===== src/rtl/afe_rx_iq_packer_pkg.sv =====
// Shared widths, the I/Q phase type and the word-packing helper for the AFE RX IQ packer.
package afe_rx_iq_packer_pkg;

  localparam int SAMPLE_W        = 12;
  localparam int IQ_PAIR_W       = 2 * SAMPLE_W;
  localparam int WORD_W          = 32;
  localparam int PAIRS_PER_GROUP = 4;
  localparam int WORDS_PER_GROUP = 3;
  localparam int HOLD_W          = IQ_PAIR_W * (PAIRS_PER_GROUP - 1);

  typedef enum logic {
    IDLE   = 1'b0,
    WANT_Q = 1'b1
  } iq_phase_t;

  typedef logic [IQ_PAIR_W-1:0] iq_pair_t;

  // Group bitstream is P0..P3 LSB-first; completing pair idx (1..3) closes word idx-1.
  function automatic logic [WORD_W-1:0] pack_word(input logic [1:0]        idx,
                                                  input logic [HOLD_W-1:0] hold,
                                                  input iq_pair_t          pair);
    logic [WORD_W-1:0] w;
    case (idx)
      2'd1:    w = {pair[7:0],  hold[23:0]};
      2'd2:    w = {pair[15:0], hold[47:32]};
      default: w = {pair[23:0], hold[71:64]};
    endcase
    return w;
  endfunction

endpackage


===== src/rtl/afe_rx_iq_packer_if.sv =====
// Sample input and packed-word output stream of the AFE RX IQ packer.
interface afe_rx_iq_packer_if;
  import afe_rx_iq_packer_pkg::*;

  logic                rx_valid;
  logic [SAMPLE_W-1:0] rx_d;
  logic                rx_sel;
  logic [WORD_W-1:0]   out_data;
  logic                out_valid;
  logic                out_ready;

  // master: ADC source plus word consumer; slave: the packer
  modport master (
    output rx_valid, rx_d, rx_sel, out_ready,
    input  out_data, out_valid
  );

  modport slave (
    input  rx_valid, rx_d, rx_sel, out_ready,
    output out_data, out_valid
  );

endinterface


===== src/rtl/afe_rx_iq_packer_word_fifo.sv =====
// Synchronous first-word fall-through word FIFO with occupancy count for admission checks.
module afe_rx_iq_packer_word_fifo #(
  parameter  int DATA_W = 32,
  parameter  int DEPTH  = 8,
  localparam int AW     = $clog2(DEPTH),
  localparam int CW     = AW + 1
) (
  input  logic              clk,
  input  logic              reset_n,
  input  logic              push_i,
  input  logic [DATA_W-1:0] push_data_i,
  input  logic              pop_i,
  output logic [DATA_W-1:0] head_o,
  output logic              empty_o,
  output logic [CW-1:0]     count_o
);

  logic [DATA_W-1:0] mem_q [DEPTH];
  logic [AW-1:0]     wr_ptr_q, rd_ptr_q;
  logic [CW-1:0]     count_q, count_d;
  logic              full;
  logic              do_push, do_pop;

  assign empty_o = (count_q == '0);
  assign full    = (count_q == CW'(DEPTH));
  assign count_o = count_q;
  assign head_o  = mem_q[rd_ptr_q];

  // A push into a full FIFO is only taken when the head leaves in the same cycle.
  assign do_pop  = pop_i && !empty_o;
  assign do_push = push_i && (!full || do_pop);

  always_comb begin
    count_d = count_q;
    case ({do_push, do_pop})
      2'b10:   count_d = count_q + CW'(1);
      2'b01:   count_d = count_q - CW'(1);
      default: ;
    endcase
  end

  // NOTE: storage has no reset; validity comes only from the reset pointers and count.
  always_ff @(posedge clk) begin
    if (do_push) mem_q[wr_ptr_q] <= push_data_i;
  end

  always_ff @(posedge clk or negedge reset_n) begin
    if (!reset_n) begin
      wr_ptr_q <= '0;
      rd_ptr_q <= '0;
      count_q  <= '0;
    end else begin
      if (do_push) wr_ptr_q <= wr_ptr_q + AW'(1);
      if (do_pop)  rd_ptr_q <= rd_ptr_q + AW'(1);
      count_q <= count_d;
    end
  end

endmodule


===== src/rtl/afe_rx_iq_packer.sv =====
// Pairs interleaved 12-bit I/Q samples and packs groups of 4 pairs into 3 32-bit words,
// dropping whole groups when the output FIFO cannot hold them; keeps sync/overrun stats.
module afe_rx_iq_packer
  import afe_rx_iq_packer_pkg::*;
#(
  parameter int OUT_DEPTH = 8,
  parameter int CNT_W     = 16
) (
  input  logic                 clk,
  input  logic                 reset_n,
  input  logic                 en,
  input  logic                 test_mode,
  input  logic                 clr_stats,
  afe_rx_iq_packer_if.slave    io,
  output logic                 overrun,
  output logic [CNT_W-1:0]     sync_err_cnt,
  output logic [CNT_W-1:0]     drop_cnt
);

  localparam int CW = $clog2(OUT_DEPTH) + 1;

  iq_phase_t           phase_q, phase_d;
  logic [SAMPLE_W-1:0] i_hold_q, i_hold_d;
  logic [1:0]          pair_idx_q, pair_idx_d;
  logic [HOLD_W-1:0]   hold_q, hold_d;
  logic                drop_group_q, drop_group_d;
  logic [SAMPLE_W-1:0] tctr_q, tctr_d;
  logic                push_q, push_d;
  logic [WORD_W-1:0]   push_data_q, push_data_d;
  logic                overrun_q, overrun_d;
  logic [CNT_W-1:0]    sync_err_q, sync_err_d;
  logic [CNT_W-1:0]    drop_cnt_q, drop_cnt_d;

  logic [SAMPLE_W-1:0] sample;
  iq_pair_t            cur_pair;
  logic                is_i, is_q;
  logic                pair_done, sync_err, group_start, admit_ok;
  logic [CW:0]         used;

  logic [WORD_W-1:0]   fifo_head;
  logic                fifo_empty;
  logic [CW-1:0]       fifo_count;
  logic                pop;

  // Sample decode and group admission
  always_comb begin
    sample      = test_mode ? (io.rx_sel ? tctr_q : ~tctr_q) : io.rx_d;
    cur_pair    = {sample, i_hold_q};
    is_i        = en && io.rx_valid && io.rx_sel;
    is_q        = en && io.rx_valid && !io.rx_sel;
    pair_done   = is_q && (phase_q == WANT_Q);
    sync_err    = (is_q && (phase_q == IDLE)) || (is_i && (phase_q == WANT_Q));
    group_start = is_i && (phase_q == IDLE) && (pair_idx_q == 2'd0);
    // The word still in the push register already owns a FIFO slot.
    used        = {1'b0, fifo_count} + (CW+1)'(push_q);
    admit_ok    = (used <= (CW+1)'(OUT_DEPTH - WORDS_PER_GROUP));
  end

  // Next-state logic
  always_comb begin
    // NOTE: every signal gets a default first so no path can infer a latch.
    phase_d      = phase_q;
    i_hold_d     = i_hold_q;
    pair_idx_d   = pair_idx_q;
    hold_d       = hold_q;
    drop_group_d = drop_group_q;
    tctr_d       = tctr_q;
    push_d       = 1'b0;
    push_data_d  = push_data_q;
    overrun_d    = overrun_q;
    sync_err_d   = sync_err_q;
    drop_cnt_d   = drop_cnt_q;

    if (!en) begin
      phase_d      = IDLE;
      i_hold_d     = '0;
      pair_idx_d   = '0;
      hold_d       = '0;
      drop_group_d = 1'b0;
      tctr_d       = '0;
    end else begin
      if (is_i) begin
        i_hold_d = sample;
        phase_d  = WANT_Q;
      end
      if (group_start) drop_group_d = !admit_ok;
      if (pair_done) begin
        phase_d    = IDLE;
        pair_idx_d = pair_idx_q + 2'd1;
        if (test_mode) tctr_d = tctr_q + SAMPLE_W'(1);
        case (pair_idx_q)
          2'd0:    hold_d[IQ_PAIR_W-1:0]             = cur_pair;
          2'd1:    hold_d[2*IQ_PAIR_W-1:IQ_PAIR_W]   = cur_pair;
          2'd2:    hold_d[3*IQ_PAIR_W-1:2*IQ_PAIR_W] = cur_pair;
          default: ;
        endcase
        if ((pair_idx_q != 2'd0) && !drop_group_q) begin
          push_d      = 1'b1;
          push_data_d = pack_word(pair_idx_q, hold_q, cur_pair);
        end
      end
    end

    if (sync_err && (sync_err_q != '1)) sync_err_d = sync_err_q + CNT_W'(1);
    if (group_start && !admit_ok) begin
      overrun_d = 1'b1;
      if (drop_cnt_q != '1) drop_cnt_d = drop_cnt_q + CNT_W'(1);
    end
    if (clr_stats) begin
      overrun_d  = 1'b0;
      sync_err_d = '0;
      drop_cnt_d = '0;
    end
  end

  // NOTE: sequential state uses non-blocking assignments only, so every flop samples pre-edge values.
  always_ff @(posedge clk or negedge reset_n) begin
    if (!reset_n) begin
      phase_q      <= IDLE;
      i_hold_q     <= '0;
      pair_idx_q   <= '0;
      hold_q       <= '0;
      drop_group_q <= 1'b0;
      tctr_q       <= '0;
      push_q       <= 1'b0;
      push_data_q  <= '0;
      overrun_q    <= 1'b0;
      sync_err_q   <= '0;
      drop_cnt_q   <= '0;
    end else begin
      phase_q      <= phase_d;
      i_hold_q     <= i_hold_d;
      pair_idx_q   <= pair_idx_d;
      hold_q       <= hold_d;
      drop_group_q <= drop_group_d;
      tctr_q       <= tctr_d;
      push_q       <= push_d;
      push_data_q  <= push_data_d;
      overrun_q    <= overrun_d;
      sync_err_q   <= sync_err_d;
      drop_cnt_q   <= drop_cnt_d;
    end
  end

  assign pop = io.out_valid && io.out_ready;

  afe_rx_iq_packer_word_fifo #(
    .DATA_W (WORD_W),
    .DEPTH  (OUT_DEPTH)
  ) u_fifo (
    .clk         (clk),
    .reset_n     (reset_n),
    .push_i      (push_q),
    .push_data_i (push_data_q),
    .pop_i       (pop),
    .head_o      (fifo_head),
    .empty_o     (fifo_empty),
    .count_o     (fifo_count)
  );

  // Data is forced to zero while empty so reset shows a clean bus without clearing storage.
  always_comb begin
    io.out_valid = !fifo_empty;
    io.out_data  = fifo_empty ? '0 : fifo_head;
  end

  assign overrun      = overrun_q;
  assign sync_err_cnt = sync_err_q;
  assign drop_cnt     = drop_cnt_q;

endmodule

===== src/flat_wrapper.sv =====
// flat-port wrapper written by rule: the top's interface ports become plain ports
module afe_rx_iq_packer_flat import afe_rx_iq_packer_pkg::*;
#(
  parameter int OUT_DEPTH = 8,
  parameter int CNT_W     = 16
)
  (clk, reset_n, en, test_mode, clr_stats, overrun, sync_err_cnt, drop_cnt, io_rx_valid, io_rx_d, io_rx_sel, io_out_ready, io_out_data, io_out_valid);
  afe_rx_iq_packer_if io_i ();
  input  logic clk;
  input  logic reset_n;
  input  logic en;
  input  logic test_mode;
  input  logic clr_stats;
  output logic overrun;
  output logic [CNT_W-1:0] sync_err_cnt;
  output logic [CNT_W-1:0] drop_cnt;
  input wire logic [$bits(io_i.rx_valid)-1:0] io_rx_valid;
  input wire logic [$bits(io_i.rx_d)-1:0] io_rx_d;
  input wire logic [$bits(io_i.rx_sel)-1:0] io_rx_sel;
  input wire logic [$bits(io_i.out_ready)-1:0] io_out_ready;
  output wire logic [$bits(io_i.out_data)-1:0] io_out_data;
  output wire logic [$bits(io_i.out_valid)-1:0] io_out_valid;
  assign io_i.rx_valid = io_rx_valid;
  assign io_i.rx_d = io_rx_d;
  assign io_i.rx_sel = io_rx_sel;
  assign io_i.out_ready = io_out_ready;
  assign io_out_data = io_i.out_data;
  assign io_out_valid = io_i.out_valid;
  afe_rx_iq_packer #(.OUT_DEPTH(OUT_DEPTH), .CNT_W(CNT_W)) u_core (.clk(clk), .reset_n(reset_n), .en(en), .test_mode(test_mode), .clr_stats(clr_stats), .io(io_i), .overrun(overrun), .sync_err_cnt(sync_err_cnt), .drop_cnt(drop_cnt));
endmodule

===== config.mk =====
export PLATFORM = sky130hd
export DESIGN_NAME = afe_rx_iq_packer_flat
export DESIGN_NICKNAME = d
export VERILOG_FILES = /design/src/rtl/afe_rx_iq_packer_pkg.sv /design/src/rtl/afe_rx_iq_packer_if.sv /design/src/rtl/afe_rx_iq_packer_word_fifo.sv /design/src/rtl/afe_rx_iq_packer.sv /design/src/flat_wrapper.sv
export SDC_FILE = /design/constraint.sdc
export NUM_CORES = 1
export LEC_CHECK = 0
export ABC_AREA = 1
export CAP_MARGIN = 0
export CORE_ASPECT_RATIO = 0.8
export CORE_UTILIZATION = 57
export CTS_CLUSTER_DIAMETER = 100
export DETAILED_ROUTE_END_ITERATION = 16
export PLACE_DENSITY = 0.81
export SLEW_MARGIN = 30
export SYNTH_ARGS = -nofsm -noshare
export SYNTH_HDL_FRONTEND = slang
export SYNTH_SLANG_ARGS = --single-unit

===== constraint.sdc =====
create_clock -name clk -period 5.14 [get_ports clk]
set_clock_uncertainty 0.15 [all_clocks]
set_input_delay 1.542 -clock clk [delete_from_list [all_inputs] [get_ports clk]]
set_output_delay 1.542 -clock clk [all_outputs]
set_load 0.005 [all_outputs]

-- Word-level counts from Yosys, hierarchy flattened
Memory sizes are Yosys's and may differ from the RTL's.
Cells that the tools add are included.
- register bits: 176
- bits in writable memories: 256
- input bits: 20
- output and inout bits: 66
- word-level logic and storage cells: 112
- memories kept: 1
- $add $sub $neg: 9
- magnitude comparators: 1
- equality and inequality tests: 15
- muxes and demuxes: 34
- bitwise logic cells: 2
- reduce and logical (&&, ||, !) cells: 34
- memory list (name ; words ; bits a word ; rd ports ; clocked after memory_dff ; wr ports ; RTL line ; text):
    u_core.u_fifo.mem_q ; 8 ; 32 ; 1 ; 0 ; 1 ; afe_rx_iq_packer_word_fifo.sv:18 ; logic [DATA_W-1:0] mem_q [DEPTH];
- operators by type and width (operator ; count):
    $mux W72 ; 2
    $mux W12 ; 7
    $mux W16 ; 5
    $mux W24 ; 3
    $pmux W32 S2 ; 1
    $add A16 B1 Y16 const B ; 2
    $mux W32 ; 1
    $ne A16 B16 Y1 const B ; 2
    $logic_and A1 B1 Y1 ; 14
    $ne A2 B1 Y1 const B ; 7
    $add A12 B1 Y12 const B ; 1
    $mux W1 ; 12
    $not A12 Y12 ; 1
    $reduce_and A2 Y1 ; 5
    $reduce_bool A2 Y1 ; 5
    $pmux W4 S2 ; 1
    $add A3 B1 Y3 const B ; 2
    $add A4 B1 Y5 ; 1
    $le A5 B3 Y1 const B ; 1
    $logic_not A1 Y1 ; 5
    $add A4 B1 Y4 const B ; 1
    $eq A2 B1 Y1 const B ; 2
    $eq A2 B2 Y1 const B ; 2
    $eq A4 B4 Y1 const B ; 1
    9 further kinds ; 11

-- Logic depth before layout (Yosys ltp)
- word-level depth: 8
- mapped depth: 16
- depth with buffers taken out: 16

-- Modules after synthesis
A second synthesis with hierarchy kept.
- cells, all modules: 1911
- area total of the unflattened synthesis: 18341.3 um2
- by module, submodules not included (module ; instances ; cells each ; area an instance (um2) ; seq. area each (um2)):
    afe_rx_iq_packer_word_fifo ; 1 ; 869 ; 10636.5 ; 7937.6
    afe_rx_iq_packer ; 1 ; 1042 ; 7704.9 ; 3553.4

-- Worst setup path before layout
OpenSTA, ideal clock, no wires.
- path kind: input to register
- from: input port io_out_ready
- to: memory u_core.u_fifo.mem_q[0][0], enable pin
- data arrival time: 3404 ps
- data required time: 4569 ps
- path slack: 1165 ps
- stages: 5
- path buffers: 0
- cells stage by stage: nor2_1 -> nand3_1 -> nand2_1 -> or2_2 -> nor2_1
- cells in the longest elaborated chain, start to end: 6
- RTL lines (element ; RTL line ; text):
    from (decl) ; flat_wrapper.sv:20 ; input wire logic [$bits(io_i.out_ready)-1:0] io_out_ready;
    $logic_and A1 B1 Y1 ; afe_rx_iq_packer.sv:145 ; assign pop = io.out_valid && io.out_ready;
    $logic_and A1 B1 Y1 ; afe_rx_iq_packer_word_fifo.sv:30 ; assign do_pop = pop_i && !empty_o;
    $logic_or A1 B1 Y1 ; afe_rx_iq_packer_word_fifo.sv:31 ; assign do_push = push_i && (!full || do_pop);
    $logic_and A1 B1 Y1 ; afe_rx_iq_packer_word_fifo.sv:31 ;
    $mux W1 ; afe_rx_iq_packer_word_fifo.sv:44 ; if (do_push) mem_q[wr_ptr_q] <= push_data_i;
    $mux W1 (implied by the code) ; afe_rx_iq_packer_word_fifo.sv:44 ;
    to (decl) ; afe_rx_iq_packer_word_fifo.sv:18 ;
Every way passes these cells.

-- Final worst setup path
- from: register u_core.u_fifo.rd_ptr_q[0]
- to: output port io_out_data[16]
- cells in the longest elaborated chain, start to end: 2
- RTL lines (element ; RTL line ; text):
    from (decl) ; afe_rx_iq_packer_word_fifo.sv:19 ; logic [AW-1:0] wr_ptr_q, rd_ptr_q;
    from (signal assigned) ; afe_rx_iq_packer_word_fifo.sv:54 ; if (do_pop) rd_ptr_q <= rd_ptr_q + AW'(1);
    $mem_v2 Z8 W32 ; - ;
    $mux W32 ; afe_rx_iq_packer.sv:164 ; io.out_data = fifo_empty ? '0 : fifo_head;
    to (decl) ; flat_wrapper.sv:21 ; output wire logic [$bits(io_i.out_data)-1:0] io_out_data;
Every way passes these cells.

==> flow_summary.json <==
{
  "outcome": "completed",
  "die_area_um2": 32400,
  "slowest_stage": "clkdlybuf4s50_1",
  "reg2reg_depth": 17,
  "routed_wirelength_um": 44900,
  "vias": 13600,
  "report.final.slew_viol_count": 0,
  "placed_area_um2": 19300,
  "synth-seq-cells": 408,
  "syn_nets": 1809,
  "cts_root_buf": "clkbuf_16",
  "synth_edf_count": 256,
  "cts_buffer_depth": 3,
  "hold_class": "reg -> reg",
  "layout_commonest_cell": "nand2_1",
  "cts_resized": 0,
  "min_from": "u_core.hold_q[41]",
  "worstPathRequired_ns": 3.45,
  "finalNetCount": 1870,
  "core_um2": 30700,
  "power_mw": 9.27,
  "drt_iter0_drc": 1536,
  "synthToLayoutAreaGrowth_pct": 15.1,
  "relSlewSlack": 0.371,
  "clock_latency_ns": 0.55,
  "worst_pin_slew_ns": 0.941,
  "timing.final.hold_violations": 0,
  "grt_max_degree": 130,
  "startpoint": "u_core.u_fifo.rd_ptr_q[0]",
  "leakage_nw": 8.03,
  "met1_usage": 0.403,
  "cap_violations": 0,
  "setup_violations": 0,
  "antenna_found_initial": 0,
  "r2r_end": "u_core.u_fifo.count_o[3]",
  "synth_ff_type": "edfxtp_1",
  "io_buffers": 85,
  "grt_pass1_wl_um": 71400,
  "cts_setup_buffers": 0,
  "yosys-top-cells-area": "edfxtp_1 (43%), dfrtp_1 (21%), nand2_1 (6.9%)",
  "cts_sinks": 408,
  "crit_type": "reg -> out",
  "numCtsBuffers": 40,
  "rsz0062_at_grt": "no",
  "grt_use_met3": 0.0504,
  "die_x_um": 201,
  "cp.arrival_ns": 2.93,
  "cts_tree": "done",
  "final_cell_mix": "nand2_1 (332), nor2_1 (285), edfxtp_1 (256)",
  "crit_buf_inv": 2,
  "slowest_delay_ns": 0.54,
  "design_area_um2": 20800,
  "ys_warn_count": 0,
  "max-vdd-ir-drop_mv": 0.293,
  "grtUsageTotal": 0.280,
  "hold_buffers": 0,
  "synth_top_area_cell": "edfxtp_1",
  "start_util": 0.588,
  "whs_path_depth": 2,
  "critPathCaptureType": "primary output",
  "crit_chain": "buf_12 -> nor2_1 -> nor2_1 -> o21ai_0 -> o21ai_0 -> o21ai_0 -> nor2_1 -> clkdlybuf4s50_1",
  "cts.clk_slew.worst_paths_ns": 0.06,
  "synth_top_cell_area_share": 0.426,
  "power.density_nw_per_um2": 446,
  "first_pass_iters": 5,
  "fill_cells": 2238,
  "cp_top_family": "buffers and inverters",
  "grt.busiest_layer": "met2",
  "synth_area_per_cell_um2": 10.2,
  "drc": 0,
  "crit_path_max_fanout": 129,
  "tns_ns": 0,
  "dpl.hpwl_um": 27800,
  "grt_overflow_total": 0,
  "period_minus_slack_ns": 4.62,
  "via_per_inst": 5.96,
  "antenna_left": 0,
  "reg2reg_slack_ns": 2.29,
  "synth_cell_types": 45,
  "die_y_um": 161,
  "io_pins": 86,
  "rows": 57,
  "place.gp.congestion": 0.895,
  "timing.fmax_ghz": 0.216,
  "synthCells": 1776,
  "timing.rr.start": "u_core.u_fifo.count_o[2]",
  "num_antenna_cells": 0,
  "whs_endpoint": "u_core.hold_q[41]",
  "use_met2": 0.441,
  "cp-start-kind": "flop",
  "first_global_vias": 13100,
  "drive_gt1_frac": 0.0696,
  "async_flop_share": 0.373,
  "fin_crit_sh": 0.900,
  "htreeDepth": 2,
  "syn_area_um2": 18100,
  "yosysSeqAreaShare": 0.636,
  "wl_per_cell_um": 19.7
}
## final cells by class
cell class                 count  area (µm²)  area share
clock buffer                  58        1130      0.0544
clock inverter                16         213      0.0102
inverter                      79         297      0.0143
multi-input combinational   1192        5900       0.283
sequential                   408       11500       0.553
tap                          413         517      0.0248
timing repair buffer         116        1240      0.0599
## worst max-delay path by stage
stage | end | slack (ns) | cells after the start
2_1_floorplan | u_core.u_fifo.mem_q[0][0] | 1.17 | 5
3_3_place_gp | u_core.push_data_q[5] | 0.98 | 7
3_5_place_dp | u_core.push_data_q[5] | 0.96 | 9
4_1_cts | io_out_data[16] | 0.40 | 5
5_1_grt | io_out_data[26] | 0.39 | 7
6_report | io_out_data[16] | 0.52 | 8
## routing by layer
metal | share of wire | up-vias | wire, µm
li1 | - | 6266 | -
met1 | 0.41 | 6564 | 18600
met2 | 0.47 | 691 | 21200
met3 | 0.096 | 74 | 4290
met4 | 0.019 | 0 | 840
met5 | 0 | - | 0
## flip-flops by register name (all words and copies together) (netlist names)
name	flops
u_core.tctr_q	12
u_core.drop_group_q	1
u_core.drop_cnt	16
u_core.hold_q	48
u_core.u_fifo.wr_ptr_q	3
u_core.u_fifo.count_o	4
u_core.pair_idx_q	2
u_core.push_q	1
u_core.overrun	1
u_core.sync_err_cnt	16
u_core.phase_q	1
u_core.push_data_q	32
u_core.i_hold_q	12
u_core.u_fifo.rd_ptr_q	3
u_core.u_fifo.mem_q	256
## where the power goes
group | total [mW] | switching [mW] | internal, mW
Sequential | 3.79 | 0.186 | 3.60
Combinational | 2.45 | 1.39 | 1.05
Clock | 3.03 | 1.24 | 1.79
Total | 9.27 | 2.82 | 6.44
## logic make-up (layout without fill, tap and decap cells)
kind of cell / after synthesis / after routing / synth area share
XOR/XNOR: 20 / 20 / 0.00970
multiplexers: 32 / 32 / 0.0177
flip-flops: 408 / 408 / 0.636
adder cells (fa/ha/maj): 13 / 13 / 0.00942
AO/OA/AOI/OAI: 372 / 372 / 0.112
AND/OR/NAND/NOR: 755 / 755 / 0.174
buffers and inverters: 176 / 269 / 0.0412
## synthesized netlist by cell type, types with 2 or more instances
master,number
or2_2,6
o22ai_1,43
a211oi_1,11
nor2_2,5
o21ai_0,222
clkinv_1,4
nand2_2,2
a21oi_1,34
nand4_1,33
xor2_1,17
dfrtp_1,152
clkbuf_1,50
ha_1,12
nor2_1,293
o21ai_1,33
buf_2,27
xnor2_1,3
o211ai_1,13
edfxtp_1,256
nand3_4,3
buf_4,11
o31ai_1,6
inv_1,72
nor3_1,7
a21oi_2,3
nand3_1,66
nand2_1,332
mux2i_1,32
inv_2,3
buf_1,7
o21bai_1,3
and2_1,2
## tightest hold or removal path, cell delays in order (launching register included)
cell	delay, ns
dfrtp_1	0.34
nand2_1	0.05
o21ai_0	0.06
## metrics by stage
stage | utilization | hold WS, ns | cells | worst slack [ns]
6_report | 0.677 | 0.336 | 2282 | 0.516
5_1_grt | 0.677 | 0.356 | 2282 | 0.388
4_1_cts | 0.673 | 0.338 | 2278 | 0.399
3_5_place_dp | 0.630 | 0.324 | 2204 | 0.955
3_3_place_gp | 0.629 | 0.315 | 2204 | 0.982
2_1_floorplan | - | 0.302 | 1776 | 1.17
Note: power is estimated with default switching activity, not from simulation.
